<file path="src/rtl/l4_flatten_reader.sv">
// Streams the pooled layer-4 feature maps from the L4 BRAM as one flattened vector.
// Credit control keeps the skid FIFO from overflowing, so FC backpressure never loses a word.
module l4_flatten_reader #(
    parameter int DATA_WIDTH = 16,
    parameter int ADDR_WIDTH = 12,
    parameter int MAP_SIZE   = 25,
    parameter int NUM_CH     = 16,
    parameter int RD_LATENCY = 2,
    parameter int FIFO_DEPTH = 4
) (
    input  logic                  clk,
    input  logic                  rst,
    input  logic                  start,
    input  logic [ADDR_WIDTH-1:0] base_position,
    output logic                  l4_rd_en,
    output logic [ADDR_WIDTH-1:0] l4_rd_addr,
    input  logic [DATA_WIDTH-1:0] l4_dout,
    output logic [DATA_WIDTH-1:0] out_data,
    output logic                  out_valid,
    input  logic                  out_ready,
    output logic                  out_last,
    output logic                  busy,
    output logic                  done
);

    localparam int TOTAL = NUM_CH * MAP_SIZE;
    localparam int IDX_W = (TOTAL > 1) ? $clog2(TOTAL) : 1;
    localparam int PTR_W = (FIFO_DEPTH > 1) ? $clog2(FIFO_DEPTH) : 1;
    localparam int CNT_W = $clog2(FIFO_DEPTH + 1);

    typedef enum logic [1:0] {
        ST_IDLE  = 2'd0,
        ST_RUN   = 2'd1,
        ST_DRAIN = 2'd2,
        ST_DONE  = 2'd3
    } state_t;

    function automatic logic [7:0] popcount(input logic [RD_LATENCY-1:0] v);
        logic [7:0] c;
        c = 8'd0;
        for (int i = 0; i < RD_LATENCY; i++) begin
            c = c + 8'(v[i]);
        end
        return c;
    endfunction

    function automatic logic [PTR_W-1:0] ptr_inc(input logic [PTR_W-1:0] p);
        return (p == PTR_W'(FIFO_DEPTH - 1)) ? PTR_W'(0) : p + PTR_W'(1);
    endfunction

    state_t                  state_r, state_next_s;
    logic [ADDR_WIDTH-1:0]   base_r;
    logic [IDX_W-1:0]        rd_idx_r;
    logic                    rd_en_r;
    logic [ADDR_WIDTH-1:0]   rd_addr_r;
    logic                    rd_last_r;
    logic [RD_LATENCY-1:0]   vld_pipe_r;
    logic [RD_LATENCY-1:0]   last_pipe_r;
    logic [DATA_WIDTH-1:0]   fifo_data_r [FIFO_DEPTH];
    logic                    fifo_last_r [FIFO_DEPTH];
    logic [PTR_W-1:0]        wr_ptr_r, rd_ptr_r;
    logic [CNT_W-1:0]        count_r;

    logic                    pop_s, push_s, issue_s, idx_last_s, head_last_s;
    logic [7:0]              occ_s;

    assign pop_s       = (count_r != CNT_W'(0)) && out_ready;
    assign push_s      = vld_pipe_r[RD_LATENCY-1];
    assign idx_last_s  = (rd_idx_r == IDX_W'(TOTAL - 1));
    assign head_last_s = fifo_last_r[rd_ptr_r];
    // Occupancy counts every issued read not yet consumed; a pop this cycle frees its slot now.
    assign occ_s       = 8'(rd_en_r) + popcount(vld_pipe_r) + 8'(count_r) - 8'(pop_s);
    assign issue_s     = (state_r == ST_RUN) && ((occ_s + 8'd1) <= 8'(FIFO_DEPTH));

    // State register
    always_ff @(posedge clk or posedge rst) begin
        if (rst) begin
            state_r <= ST_IDLE;
        end else begin
            state_r <= state_next_s;
        end
    end

    // Next-state logic
    always_comb begin
        state_next_s = state_r;
        case (state_r)
            ST_IDLE: begin
                if (start) state_next_s = ST_RUN;
                else       state_next_s = ST_IDLE;
            end
            ST_RUN: begin
                if (issue_s && idx_last_s) state_next_s = ST_DRAIN;
                else                       state_next_s = ST_RUN;
            end
            ST_DRAIN: begin
                if (pop_s && head_last_s) state_next_s = ST_DONE;
                else                      state_next_s = ST_DRAIN;
            end
            ST_DONE:  state_next_s = ST_IDLE;
            default:  state_next_s = ST_IDLE;
        endcase
    end

    // Base latch and read index counter
    always_ff @(posedge clk or posedge rst) begin
        if (rst) begin
            base_r   <= '0;
            rd_idx_r <= '0;
        end else if ((state_r == ST_IDLE) && start) begin
            base_r   <= base_position;
            rd_idx_r <= '0;
        end else if (issue_s) begin
            rd_idx_r <= rd_idx_r + IDX_W'(1);
        end
    end

    // Registered BRAM read port; the sum wraps modulo the address space
    always_ff @(posedge clk or posedge rst) begin
        if (rst) begin
            rd_en_r   <= 1'b0;
            rd_addr_r <= '0;
            rd_last_r <= 1'b0;
        end else begin
            rd_en_r   <= issue_s;
            rd_last_r <= issue_s && idx_last_s;
            if (issue_s) rd_addr_r <= base_r + ADDR_WIDTH'(rd_idx_r);
        end
    end

    // Valid/last tags travelling alongside the BRAM latency
    always_ff @(posedge clk or posedge rst) begin
        if (rst) begin
            vld_pipe_r  <= '0;
            last_pipe_r <= '0;
        end else begin
            vld_pipe_r[0]  <= rd_en_r;
            last_pipe_r[0] <= rd_last_r;
            for (int i = 1; i < RD_LATENCY; i++) begin
                vld_pipe_r[i]  <= vld_pipe_r[i-1];
                last_pipe_r[i] <= last_pipe_r[i-1];
            end
        end
    end

    // Skid FIFO storage, pointers and count
    always_ff @(posedge clk or posedge rst) begin
        if (rst) begin
            for (int i = 0; i < FIFO_DEPTH; i++) begin
                fifo_data_r[i] <= '0;
                fifo_last_r[i] <= 1'b0;
            end
            wr_ptr_r <= '0;
            rd_ptr_r <= '0;
            count_r  <= '0;
        end else begin
            if (push_s) begin
                fifo_data_r[wr_ptr_r] <= l4_dout;
                fifo_last_r[wr_ptr_r] <= last_pipe_r[RD_LATENCY-1];
                wr_ptr_r              <= ptr_inc(wr_ptr_r);
            end
            if (pop_s) rd_ptr_r <= ptr_inc(rd_ptr_r);
            count_r <= count_r + CNT_W'(push_s) - CNT_W'(pop_s);
        end
    end

    assign l4_rd_en   = rd_en_r;
    assign l4_rd_addr = rd_addr_r;
    assign out_valid  = (count_r != CNT_W'(0));
    assign out_data   = out_valid ? fifo_data_r[rd_ptr_r] : '0;
    assign out_last   = out_valid ? fifo_last_r[rd_ptr_r] : 1'b0;
    assign busy       = (state_r == ST_RUN) || (state_r == ST_DRAIN);
    assign done       = (state_r == ST_DONE);

endmodule

</file>
<file path="config.mk">
export PLATFORM = sky130hd
export DESIGN_NAME = l4_flatten_reader
export DESIGN_NICKNAME = d
export VERILOG_FILES = /design/src/rtl/l4_flatten_reader.sv
export SDC_FILE = /design/constraint.sdc
export NUM_CORES = 1
export LEC_CHECK = 0
export ABC_CLOCK_PERIOD_IN_PS = 4460
export CAP_MARGIN = 10
export CORE_MARGIN = 1.5
export CORE_UTILIZATION = 55
export CTS_CLUSTER_DIAMETER = 80
export DETAILED_ROUTE_END_ITERATION = 6
export PLACE_DENSITY_LB_ADDON = 0.15
export RECOVER_POWER = 50
export SETUP_SLACK_MARGIN = 0.15
export SLEW_MARGIN = 15
export SYNTH_ARGS = -nofsm -noshare
export SYNTH_HDL_FRONTEND = slang
export SYNTH_SLANG_ARGS = --single-unit
</file>
<file path="constraint.sdc">
create_clock -name clk -period 4.46 [get_ports clk]
set_input_delay 0.446 -clock clk [delete_from_list [all_inputs] [get_ports clk]]
set_output_delay 0.446 -clock clk [all_outputs]
set_load 0.01 [all_outputs]
</file>
==> run summary, run 1 <==
Gr ovfl total -> 0
Initial antenna violation count -> 0
Hold path start -> last_pipe_r[0]
Core area -> 10300 um2
Clock skew -> 0.00593 ns
Iteration-0 DRC Markers -> 208
GRT Total Usage -> 23.7%
Final TNS setup -> 0 ns
Num Clock Sinks -> 116
Port bufs -> 64
Vias in the first global route -> 4198
MaxCap Viol Count -> 1
Die H -> 106 um
CP max-delay cell -> fa_1
Vias -> 3946
Number of placement rows -> 37
# diodes -> 0
Full die area -> 11200 um2
Power, Total -> 0.00555 W
R2r startpoint -> count_r[1]
WL per Instance -> 17.1 um
R2R setup slack -> 0.52 ns
Setup bufs post-CTS -> 0
Synth cell count leaders -> 116 x dfrtp_1, 81 x mux2_2, 50 x nand2_1
WL final -> 11900 um
Dpl hpwl -> 7860 um
Minimum clock period -> 3.94 ns
CP Capture Type -> flip-flop
Critical path type -> flip-flop to flip-flop
Final setup fails -> 0
Period utilisation layout -> 88.4%
Buf+Inv Stages, Crit Path -> 2
Pin count of the biggest net entering global routing -> 66
Hold crit path type -> flip-flop to flip-flop
Yosys warning total -> 0
CP startpoint -> count_r[1]
Final estimated routing congestion in global placement -> 0.855
Cell variety after synth -> 39
Global-route wire length before repair -> 20400 um
Max-slew headroom -> -92.6%
Required time worst endpoint -> 4.86 ns
Top cells by area, synth -> dfrtp_1 50%, mux2_2 16%, mux4_2 6.6%
Area Growth Syn to Fin -> 23.2%
Top-area cell type share of the netlist area -> 49.7%
Static Leak -> 3.22 nW
Post-Syn Instances -> 475
PD cells -> 772 nW/um2
CTS H-tree lvls -> 4
Pins Over Slew Limit -> 66
Syn Nets -> 540
CP cell instances -> inv_1 > nand3_1 > and2_0 > ha_1 > fa_1 > inv_1 > ha_1 > fa_1 > xor2_1 > or3_1 > mux2i_1 > nand2_1 > mux2_2
Max Freq -> 254 MHz
Synth area leader -> dfrtp_1
CTS tree -> built
Root buf cell -> clkbuf_8
Number of synthesized register bits -> 116
Share of cells above drive strength 1 -> 23.9%
Synth Flop Type -> dfrtp_1
Resized cells post-CTS -> 0
# nets final -> 609
Hold Buf Count CTS -> 0
Vias/cell -> 5.69
Die width -> 106 um
Clock Latency Late Sink -> 0.52 ns
Status -> complete, but fails checks
CP Data Arrival Time -> 4.34 ns
Post-synthesis area per instance -> 12.3 um2
Post-route DRC -> 0
Fin. Hold Viols -> 0
Failing checks -> capacitance limit, slew limit
Count leader, synth -> dfrtp_1
Async SR Flop Fraction -> 100%
CTS Buf Count -> 17
Starting Density -> 56.5%
Boundary Pins -> 65
Startpoint types -> flip-flop
Synthesized cell area -> 5840 um2
ANT nets after route -> 0
DRT Pass-1 Iters -> 4
Worst slew pin tran -> 2.87 ns
RSZ-0062 raised after global routing -> false
Maximum buffer depth of the clock tree -> 2
Max FO, Critical Path -> 13
Sequential share of the synthesized area -> 49.7%
Clock transition at the registers of the reported paths -> 0.06 ns
Post-synth EDFFs -> 0
CP delay by family, top -> adder cells
VDD IR max -> 0.470 mV
Slowest stage delay, CP -> 0.48 ns
layout by cell type (no fill, tap or decap), types with 5 or more instances in the layout:
cell type        Yosys  routed
a21oi_1             19      19
and2_1              19      17
clkbuf_16            0      16
clkdlybuf4s50_1      0      63
clkinv_2             0       6
dfrtp_1            116     116
ha_1                29      29
inv_1               22      21
mux2_2              81      81
mux4_2              17      17
nand2_1             50      50
nand3_1              8       8
nor2_1              14      14
o21ai_0             20      20
or3_1                8       8
xor2_1               5       5
layout make-up:
class                   count  area [um2]
fillers                   736        3140
repair buffers             69         671
flip-flops and latches    116        2900
clock buffers              22         463
multi-input cells         318        2770
clock inverters            10         129
well taps                 136         170
inverters                  22        83.8
state kept, by name, summed over array words and instances, names as in the netlist, named ones only:
register,flops
rd_idx_r,9
vld_pipe_r,2
rd_last_r,1
base_r,12
fifo_data_r,64
state_r,1
rd_ptr_r,2
wr_ptr_r,2
last_pipe_r,2
count_r,3
l4_rd_addr,12
l4_rd_en,1
fifo_last_r,4
cells by family after synthesis:
group / count (synthesis) / synth area share, %
AOI/OAI and AO/OA: 57 / 5.79
xor gates and xnor gates: 7 / 1.05
adders and majority gates: 33 / 7.59
and+or+nand+nor: 120 / 10.2
muxes: 101 / 22.8
DFF: 116 / 49.7
buffers and inverters: 41 / 2.83
metal layers:
metal	part of all wire (%)	vias up	GRT usage, %	routed length (um)
li1	-	1830	-	-
met1	43	2023	29.7	5150
met2	51	77	39.7	6080
met3	3.9	16	6.87	462
met4	1.4	0	8.01	165
met5	0	-	0	0
metrics by stage:
stage | hold slack [ns] | utilization, % | worst slack [ns] | cell area (um2) | instances
after floorplan | 0.331 | - | 0.495 | 5840 | 475
after global placement | 0.338 | 64.0 | 0.469 | 6610 | 661
after detailed placement | 0.338 | 64.0 | 0.342 | 6610 | 661
after CTS | 0.348 | 69.7 | 0.544 | 7200 | 693
after global routing | 0.356 | 69.6 | 0.268 | 7190 | 693
final | 0.345 | 69.6 | 0.515 | 7190 | 693
worst paths after layout:
kind	endpoint	cells past startpoint
setup / recovery	l4_rd_addr[3]	13
hold / removal	last_pipe_r[1]	0
setup reg to reg	l4_rd_addr[3]	13
hold reg to reg	last_pipe_r[1]	0
max in group asynchronous	fifo_data_r[4]	3
min in group asynchronous	count_r[2]	2
worst reg2reg max path, stage by stage (launching register included):
cell     delay (ns)
dfrtp_1        0.42
inv_1          0.12
nand3_1        0.10
and2_0         0.19
ha_1           0.30
fa_1           0.48
inv_1          0.04
ha_1           0.20
fa_1           0.40
xor2_1         0.17
or3_1          0.39
mux2i_1        0.19
nand2_1        0.40
mux2_2         0.43
power breakdown:
group          leakage [nW]  switching (W)  internal, W
Combinational          1.51        0.00101      0.00136
Sequential             1.41       0.000314      0.00152
Clock                 0.298       0.000459     0.000889
Power figures use the tool's default switching activity.
==> run 2: changes to the inputs <==
--- a/config.mk
+++ b/config.mk
@@ -11,9 +11,10 @@
 export CORE_UTILIZATION = 55
 export CTS_CLUSTER_DIAMETER = 80
 export DETAILED_ROUTE_END_ITERATION = 6
-export PLACE_DENSITY_LB_ADDON = 0.15
+export PLACE_DENSITY = 0.75
 export RECOVER_POWER = 50
 export SETUP_SLACK_MARGIN = 0.15
+export SKIP_LAST_GASP = 1
 export SLEW_MARGIN = 15
 export SYNTH_ARGS = -nofsm -noshare
 export SYNTH_HDL_FRONTEND = slang
==> run 2 against run 1 <==
Against the previous run: the run still ends with capacitance limit, slew limit left; total power up 0.66%; global-route usage down 0.35 points; first-iteration DRC count down 20%; setup slack worse by 0.058 ns; register-to-register slack worse by 0.06 ns; sequential share of layout area about the same; clock-buffer cell count unchanged; sequential power about the same; non-clock buffer count unchanged; core utilization up 0.085 points; worst hold slack better by 0.00068 ns; routed wire length up 0.49%; critical path type unchanged; critical endpoint is now rd_idx_r[6].
==> run summary, run 2 (synthesized netlist as in run 1, its figures left out) <==
Period utilisation layout -> 89.8%
Setup bufs post-CTS -> 0
Cell depth of the worst flop-to-flop path -> 14
Max FO, Critical Path -> 21
GRT Total Usage -> 23.4%
Number of placement rows -> 37
Pin count of the biggest net entering global routing -> 55
Vias in the first global route -> 4116
Biggest register -> fifo_data_r
Final TNS setup -> 0 ns
CTS tree -> built
# diodes -> 0
Vias/cell -> 5.65
R2R setup slack -> 0.46 ns
Port bufs -> 64
Status -> complete, but fails checks
DRT Pass-1 Iters -> 5
Placed Area -> 6610 um2
Area Growth Syn to Fin -> 23.3%
CTS Buf Count -> 17
WL final -> 11900 um
Resized cells post-CTS -> 0
Clock Latency Late Sink -> 0.52 ns
Initial antenna violation count -> 0
Minimum clock period -> 4.00 ns
Starting Density -> 56.5%
Boundary Pins -> 65
Static Leak -> 3.22 nW
Clock transition at the registers of the reported paths -> 0.06 ns
Worst R2R End -> rd_idx_r[6]
Hold Crit Depth -> 0
CP Capture Type -> flip-flop
Core area -> 10300 um2
Hold path start -> rd_last_r
Final setup fails -> 0
Maximum buffer depth of the clock tree -> 2
Iteration-0 DRC Markers -> 167
R2r startpoint -> count_r[1]
# nets final -> 609
Worst slack, placed -> 0.334 ns
Hold Path Sink -> last_pipe_r[0]
ANT nets after route -> 0
CP startpoint -> count_r[1]
Pins Over Slew Limit -> 121
CP Data Arrival Time -> 4.43 ns
Hold Buf Count CTS -> 0
Vias -> 3916
PD cells -> 776 nW/um2
Worst slew pin tran -> 2.35 ns
Post-route setup slack -> 0.457 ns
Hold crit path type -> flip-flop to flip-flop
Fin. Hold Viols -> 0
Commonest non-fill, non-tap cell in the layout -> dfrtp_1
Commonest cells after routing, fill and taps aside -> 116 x dfrtp_1, 81 x mux2_2, 63 x clkdlybuf4s50_1
Share of cells above drive strength 1 -> 24.1%
Max Freq -> 250 MHz
Design area -> 7200 um2
Root buf cell -> clkbuf_8
Failing checks -> capacitance limit, slew limit
Dpl hpwl -> 7760 um
Largest register FFs -> 64
Max-slew headroom -> -57.7%
CTS H-tree lvls -> 4
MaxCap Viol Count -> 3
Die width -> 106 um
Critical path type -> flip-flop to flip-flop
Post-route DRC -> 0
VDD IR max -> 0.382 mV
Clock skew -> 0.00590 ns
Full die area -> 11200 um2
Gr ovfl total -> 0
RSZ-0062 raised after global routing -> false
WL per Instance -> 17.2 um
Num Clock Sinks -> 116
Die H -> 106 um
Required time worst endpoint -> 4.89 ns
Startpoint types -> flip-flop
Global-route wire length before repair -> 20100 um
Final estimated routing congestion in global placement -> 0.839
==> run 2: how the worst max path moves through the flow <==
| stage | endpoint | slack (ns) | cells past startpoint |
|---|---|---|---|
| after floorplan | rd_idx_r[8] | 0.50 | 15 |
| after global placement | rd_idx_r[6] | 0.42 | 12 |
| after detailed placement | rd_idx_r[6] | 0.33 | 13 |
| after CTS | rd_idx_r[6] | 0.50 | 14 |
| after global routing | l4_rd_addr[9] | 0.29 | 14 |
| final | rd_idx_r[6] | 0.46 | 14 |
==> run 2: cell type report <==
type                            instances  area [um2]
Clock buffer                           22         473
Clock inverter                         10         128
Fill cell                             757        3130
Inverter                               22        83.8
Multi-Input combinational cell        318        2770
Sequential cell                       116        2900
Tap cell                              136         170
Timing Repair Buffer                   69         671
==> run 2: per-stage QoR <==
stage	util [%]	power, W	instances	hold slack (ns)
5_1_grt	69.7	0.00595	693	0.358
3_5_place_dp	64.0	0.00423	661	0.335
3_3_place_gp	64.0	0.00411	661	0.337
4_1_cts	69.8	0.00564	693	0.347
2_1_floorplan	-	0.00343	475	0.331
6_report	69.7	0.00559	693	0.346
==> run 2: layer usage <==
metal / global-route usage, % / up-vias / routed length, um / share of wire (%)
met5: 0 / - / 0 / 0
met1: 28.7 / 1973 / 5100 / 43
met2: 39.8 / 98 / 6150 / 52
met3: 5.46 / 18 / 498 / 4.2
met4: 9.85 / 0 / 165 / 1.4
li1: - / 1827 / - / -
==> run 2: worst max-delay path, cell delays in order, from the launching register on <==
cell	delay (ns)
dfrtp_1	0.41
inv_1	0.12
nand3_1	0.11
and2_0	0.19
ha_1	0.30
fa_1	0.50
inv_1	0.05
ha_1	0.20
fa_1	0.40
nand3_1	0.12
a21oi_1	0.09
or3_1	0.38
mux2_4	0.37
or4_1	0.53
a21oi_1	0.15
==> run 2: where the power goes <==
group          internal [W]  switching (W)
sequential          0.00152       0.000307
combinational       0.00137        0.00103
clock              0.000903       0.000461
